File: src/rtl/dm_param_pp.sv
// dm_param_pp: single-port word memory with per-bit write mask.
// After reset the array is swept to zero one word per clock (CLEAR), then
// requests are accepted (RUN). Reads have one cycle of latency; addresses at
// or above DEPTH are flagged with a one-cycle oor pulse and read back as zero.
// Optional macro DM_WR_FWD_EN: a read and write in the same cycle return the
// merged new word (write-first); without it the pre-write word is returned.
module dm_param_pp #(
  parameter int DATA_W = 16,
  parameter int ADDR_W = 8,
  parameter int DEPTH  = 256
) (
  input  logic              clk,
  input  logic              rst_n,
  input  logic [ADDR_W-1:0] addr,
  input  logic [DATA_W-1:0] dataw,
  input  logic [DATA_W-1:0] wmask,
  input  logic              read,
  input  logic              write,
  output logic [DATA_W-1:0] data,
  output logic              rvalid,
  output logic              ready,
  output logic              oor
);

  typedef enum logic {CLEAR = 1'b0, RUN = 1'b1} state_t;

  // One extra bit so DEPTH == 2**ADDR_W is representable in the range check.
  localparam logic [ADDR_W:0]   DEPTH_L = (ADDR_W+1)'(DEPTH);
  localparam logic [ADDR_W-1:0] LAST_W  = ADDR_W'(DEPTH - 1);

  state_t              state_q, state_d;
  logic [ADDR_W-1:0]   cnt_q, cnt_d;
  logic [DATA_W-1:0]   data_q, data_d;
  logic                rvalid_q, rvalid_d;
  logic                oor_q, oor_d;
  logic [DATA_W-1:0]   mem_q [DEPTH];

  logic                ready_c;
  logic                in_range;
  logic                accept;
  logic [DATA_W-1:0]   cur_word;
  logic [DATA_W-1:0]   merged;
  logic                mem_we;
  logic [ADDR_W-1:0]   mem_waddr;
  logic [DATA_W-1:0]   mem_wdata;

  // State, clear counter and output registers; reset drops everything to idle.
  always_ff @(posedge clk or negedge rst_n) begin
    if (!rst_n) begin
      state_q  <= CLEAR;
      cnt_q    <= '0;
      data_q   <= '0;
      rvalid_q <= 1'b0;
      oor_q    <= 1'b0;
    end else begin
      state_q  <= state_d;
      cnt_q    <= cnt_d;
      data_q   <= data_d;
      rvalid_q <= rvalid_d;
      oor_q    <= oor_d;
    end
  end

  // Next state: sweep cnt through every word, leave CLEAR on the last one.
  always_comb begin
    state_d = state_q;
    cnt_d   = cnt_q;
    case (state_q)
      CLEAR: begin
        if (cnt_q == LAST_W) begin
          state_d = RUN;
          cnt_d   = '0;
        end else begin
          cnt_d = cnt_q + 1'b1;
        end
      end
      default: begin
        state_d = RUN;
      end
    endcase
  end

  // FSM outputs: requests are only accepted in RUN.
  always_comb begin
    ready_c = (state_q == RUN);
  end

  // Request decode and masked merge of the addressed word.
  always_comb begin
    in_range = ({1'b0, addr} < DEPTH_L);
    accept   = ready_c && (read || write);
    cur_word = in_range ? mem_q[addr] : '0;
    merged   = (cur_word & ~wmask) | (dataw & wmask);
  end

  // Memory write port: clearing sweep in CLEAR, masked request write in RUN.
  always_comb begin
    mem_we    = 1'b0;
    mem_waddr = addr;
    mem_wdata = merged;
    if (state_q == CLEAR) begin
      mem_we    = 1'b1;
      mem_waddr = cnt_q;
      mem_wdata = '0;
    end else if (write && in_range) begin
      mem_we = 1'b1;
    end
  end

  // Read response: data holds unless a read is accepted; out-of-range reads return 0.
  always_comb begin
    rvalid_d = accept && read;
    oor_d    = accept && !in_range;
    data_d   = data_q;
    if (accept && read) begin
      if (!in_range) begin
        data_d = '0;
      end else begin
`ifdef DM_WR_FWD_EN
        data_d = write ? merged : cur_word;
`else
        data_d = cur_word;
`endif
      end
    end
  end

  // Storage array; contents are defined only once the clearing sweep finishes.
  always_ff @(posedge clk) begin
    if (mem_we) begin
      mem_q[mem_waddr] <= mem_wdata;
    end
  end

  assign data   = data_q;
  assign rvalid = rvalid_q;
  assign ready  = ready_c;
  assign oor    = oor_q;

endmodule
File: config.mk
export PLATFORM = sky130hd
export DESIGN_NAME = dm_param_pp
export DESIGN_NICKNAME = d
export VERILOG_FILES = /design/src/rtl/dm_param_pp.sv
export SDC_FILE = /design/constraint.sdc
export NUM_CORES = 2
export LEC_CHECK = 0
export CAP_MARGIN = 10
export CORE_MARGIN = 1
export CORE_UTILIZATION = 55
export CTS_CLUSTER_SIZE = 16
export DETAILED_ROUTE_END_ITERATION = 6
export PLACE_DENSITY = 0.69
export SETUP_SLACK_MARGIN = 0.02
export SLEW_MARGIN = 5
export SYNTH_ARGS = -nofsm -noshare
export SYNTH_HDL_FRONTEND = slang
export SYNTH_SLANG_ARGS = --single-unit
File: constraint.sdc
create_clock -name clk -period 22.7 [get_ports clk]
set_clock_uncertainty 0.05 [all_clocks]
set_input_delay 2.27 -clock clk [delete_from_list [all_inputs] [get_ports clk]]
set_output_delay 2.27 -clock clk [all_outputs]
set_load 0.01 [all_outputs]
==> flow_metrics.py <==
metrics = {
    "outcome": {
        "status": "complete, no violations",
    },
    "synth": {
        "synth-edff-count": 4096,
        "post-synth-top-count-cell": "edfxtp_1",
        "synth_area_per_cell_um2": 22.0,
        "ys_seq_area_share_pct": 77.4,
        "yosys-top-cells-count": "edfxtp_1 (4096), mux4_2 (937), nor2_1 (325)",
        "synth.net_count": 7309,
        "synth_warnings": 0,
        "syn_inst": 7264,
        "ys_seq_elements": 4122,
        "async_flop_share_pct": 0.631,
        "syn-cell-area_um2": 160000,
        "yosysTopAreaCell": "edfxtp_1",
        "ys.flop_type": "edfxtp_1",
        "synth_cell_types": 91,
        "synth_area_leaders": "edfxtp_1 (77%), mux4_2 (13%), mux2i_1 (1.9%)",
        "synth_top_area_share_pct": 77.0,
    },
    "timing": {
        "rsz0062_at_grt": "no",
        "setup_tns_ps": 0,
        "finalHoldViolCount": 0,
        "setup_violations": 0,
        "fmax_mhz": 96.8,
        "fin_crit_ps": 10330,
        "maxSlewHeadroom_pct": 5.38,
        "report.final.slew_viol_count": 0,
        "period_share_pct": 45.5,
        "worstMarginPinSlew_ps": 1420,
    },
    "finish": {
        "drive_above_1_share_pct": 26.9,
        "finalNetCount": 7833,
        "fill_cells": 19300,
        "area_growth_pct": 12.7,
        "fin_cells": 12000,
    },
    "min_path": {
        "hold_path_class": "reg -> reg",
    },
    "routing": {
        "drt-pass1-iter-count": 6,
        "drtIter0Drc": 13500,
        "vias": 82600,
        "wirelength_um": 458000,
        "antenna_left": 0,
        "post_drt_wl_per_cell_um": 38.0,
        "avgViaCountPerCell": 6.87,
        "drc": 0,
    },
    "worst_setup_path": {
        "crit_type": "in -> reg",
        "slowest_stage": "buf_4",
        "worst-path-stages": 15,
        "timing.critical_path.cells": "buf_16, buf_4, buf_4, buf_4, buf_4, mux4_2, o22ai_1, nor3_1, nor2_1, a21oi_1, nand3b_1, a21oi_4, buf_4, buf_4, buf_4",
        "arrival_ps": 10890,
        "r2r.worst_path.cells": 11,
        "critPathLaunch": "addr[0]",
        "cp_max_fo": 92,
        "cpPeakStageDelay_ps": 860,
        "timing.rr.start": "mem_q[56][0]",
        "required_ps": 23260,
        "path_buf_inv": 8,
        "worstReg2RegEnd": "mem_q[65][0]",
        "endpoint": "mem_q[65][0]",
        "worst-r2r-setup-slack_ps": 16480,
        "critPathTopFamily": "buffers and inverters",
        "worstSetupEndpointType": "register",
        "critPathLaunchType": "input pin",
        "cp_common_cell": "buf_4",
    },
    "clocking": {
        "clockRootBuffer": "clkbuf_16",
        "clkSinkCount": 4122,
        "path_clk_slew_ps": 60,
        "hold_buffers": 0,
        "cts_setup_buffers": 0,
        "ctsResizeCount": 0,
        "cts_max_path_buffers": 4,
        "clk_latency_ps": 1000,
        "tritoncts": "yes",
        "cts-htree-levels": 5,
        "cts_buffers": 402,
    },
    "grt": {
        "met1_usage_pct": 43.5,
        "met3_usage_pct": 8.72,
        "grt_overflow": 0,
        "grt_max_degree": 225,
        "grt_pass1_vias": 80300,
        "grt_usage_pct": 31.3,
        "antenna_found_initial": 29,
        "grt_pass1_wl_um": 635000,
        "grt_busiest_layer": "met2",
        "grt_use_met2_pct": 46.0,
    },
    "floorplanning": {
        "initial_core_util_pct": 55.4,
        "rows": 197,
        "die_x_um": 541,
        "coreArea_um2": 289000,
        "die_y_um": 541,
        "die-area_um2": 293000,
        "ioPinCount": 63,
    },
    "power": {
        "intPower_mw": 12.4,
        "ir_drop_mv": 0.0829,
        "finalPower_mw": 15.7,
        "switching_share_pct": 20.7,
        "p_comb_share_pct": 3.5,
        "seqPwrFrac_pct": 52.5,
        "p_clk_share_pct": 44.0,
        "p_leak_nw": 51.4,
        "power_switching_mw": 3.26,
        "p_per_area_nw_per_um2": 87.1,
    },
    "placed_design": {
        "dp_hpwl_um": 274000,
        "place_inst": 11300,
        "gp_congestion": 0.941,
        "placement.io_buffers": 61,
    },
    "job": {
        "drv_cap": 0,
    },
}
## registers in the layout, indices dropped and copies added, names as in the netlist
signal,cells
mem_q,4096
cnt_q,8
data,16
ready,1
rvalid,1
## cell families after synthesis
group                      count (synthesis)  share of synthesized area, %
xor gates and xnor gates                   5                        0.0274
adders and majority gates                  1                       0.00783
and+or+nand+nor                          746                          2.08
AOI/OAI and AO/OA                        645                          2.90
DFF                                     4122                          77.4
muxes                                   1303                          15.6
buffers and inverters                    441                          1.98
other                                      1                       0.00235
## power groups by stage
| stage | Combinational, mW | Sequential, mW | Clock (mW) |
|---|---|---|---|
| floorplan | 0.338 | 8.40 | 0 |
| global placement | 0.537 | 8.40 | 0 |
| detailed placement | 0.539 | 8.40 | 0 |
| CTS | 0.541 | 8.24 | 6.94 |
| global route | 0.562 | 8.23 | 7.21 |
| finish | 0.554 | 8.24 | 6.90 |
## per-stage QoR
stage	hold WS, ps	setup slack (ps)	util, %	instance area, um^2
after floorplan	457	1540	-	160000
after CTS	430	12500	62.4	180000
final	431	12370	62.4	180000
after detailed placement	416	11500	57.6	166000
after global routing	463	11980	62.4	180000
after global placement	413	11650	57.6	166000
## metal layers
| metal | part of all wire (%) | vias to the layer above |
|---|---|---|
| met3 | 13 | 1229 |
| met5 | 0.039 | - |
| met4 | 6.2 | 22 |
| met2 | 44 | 6188 |
| met1 | 36 | 43400 |
| li1 | - | 31800 |
## worst min path at each step
stage,from,end,slack (ps),cells after the start
3_3_place_gp,data[10],data[10],410,2
6_report,data[2],data[2],430,2
5_1_grt,data[10],data[10],460,2
3_5_place_dp,data[2],data[2],420,2
2_1_floorplan,cnt_q[6],cnt_q[6],460,1
4_1_cts,data[2],data[2],430,2
## worst register-to-register path, delay by kind of cell (launching register included)
kind                   cells  cell delay, ps
AO/OA/AOI/OAI              4            1900
buffers and inverters      4            2850
flip-flops                 1             330
multiplexers               2             470
AND/OR/NAND/NOR            1             150
## cells in the final DEF (no fill, tap or decap), types with 19 or more instances in the layout
master           count
buf_4              467
o221ai_1            29
dfrtp_1             25
a211oi_1            29
edfxtp_1          4096
o21ai_0             41
clkbuf_1            73
nand3_1             43
a31oi_1             23
clkbuf_16          406
diode_2             25
bufinv_16           61
a22oi_1            138
a21oi_1             89
clkinv_1            80
mux4_2             937
nor2_1             286
clkinv_2            74
o22ai_1            111
nor2_2              37
clkdlybuf4s50_1     54
nor3_1              51
o211ai_1            22
nand3b_1            19
mux2i_1            301
mux2_2              53
nand2_1            179
o31ai_1             19
## final cells by class
class | count | area, um^2 | share of cell area (%)
well taps | 3880 | 4850 | 2.70
clock inverters | 261 | 3130 | 1.74
clock buffers | 484 | 10500 | 5.83
repair buffers | 545 | 4430 | 2.46
multi-input cells | 2701 | 33400 | 18.6
inverters | 16 | 70.1 | 0.0389
flip-flops and latches | 4122 | 124000 | 68.6
diodes | 25 | 62.6 | 0.0347
Power figures use the tool's default switching activity.
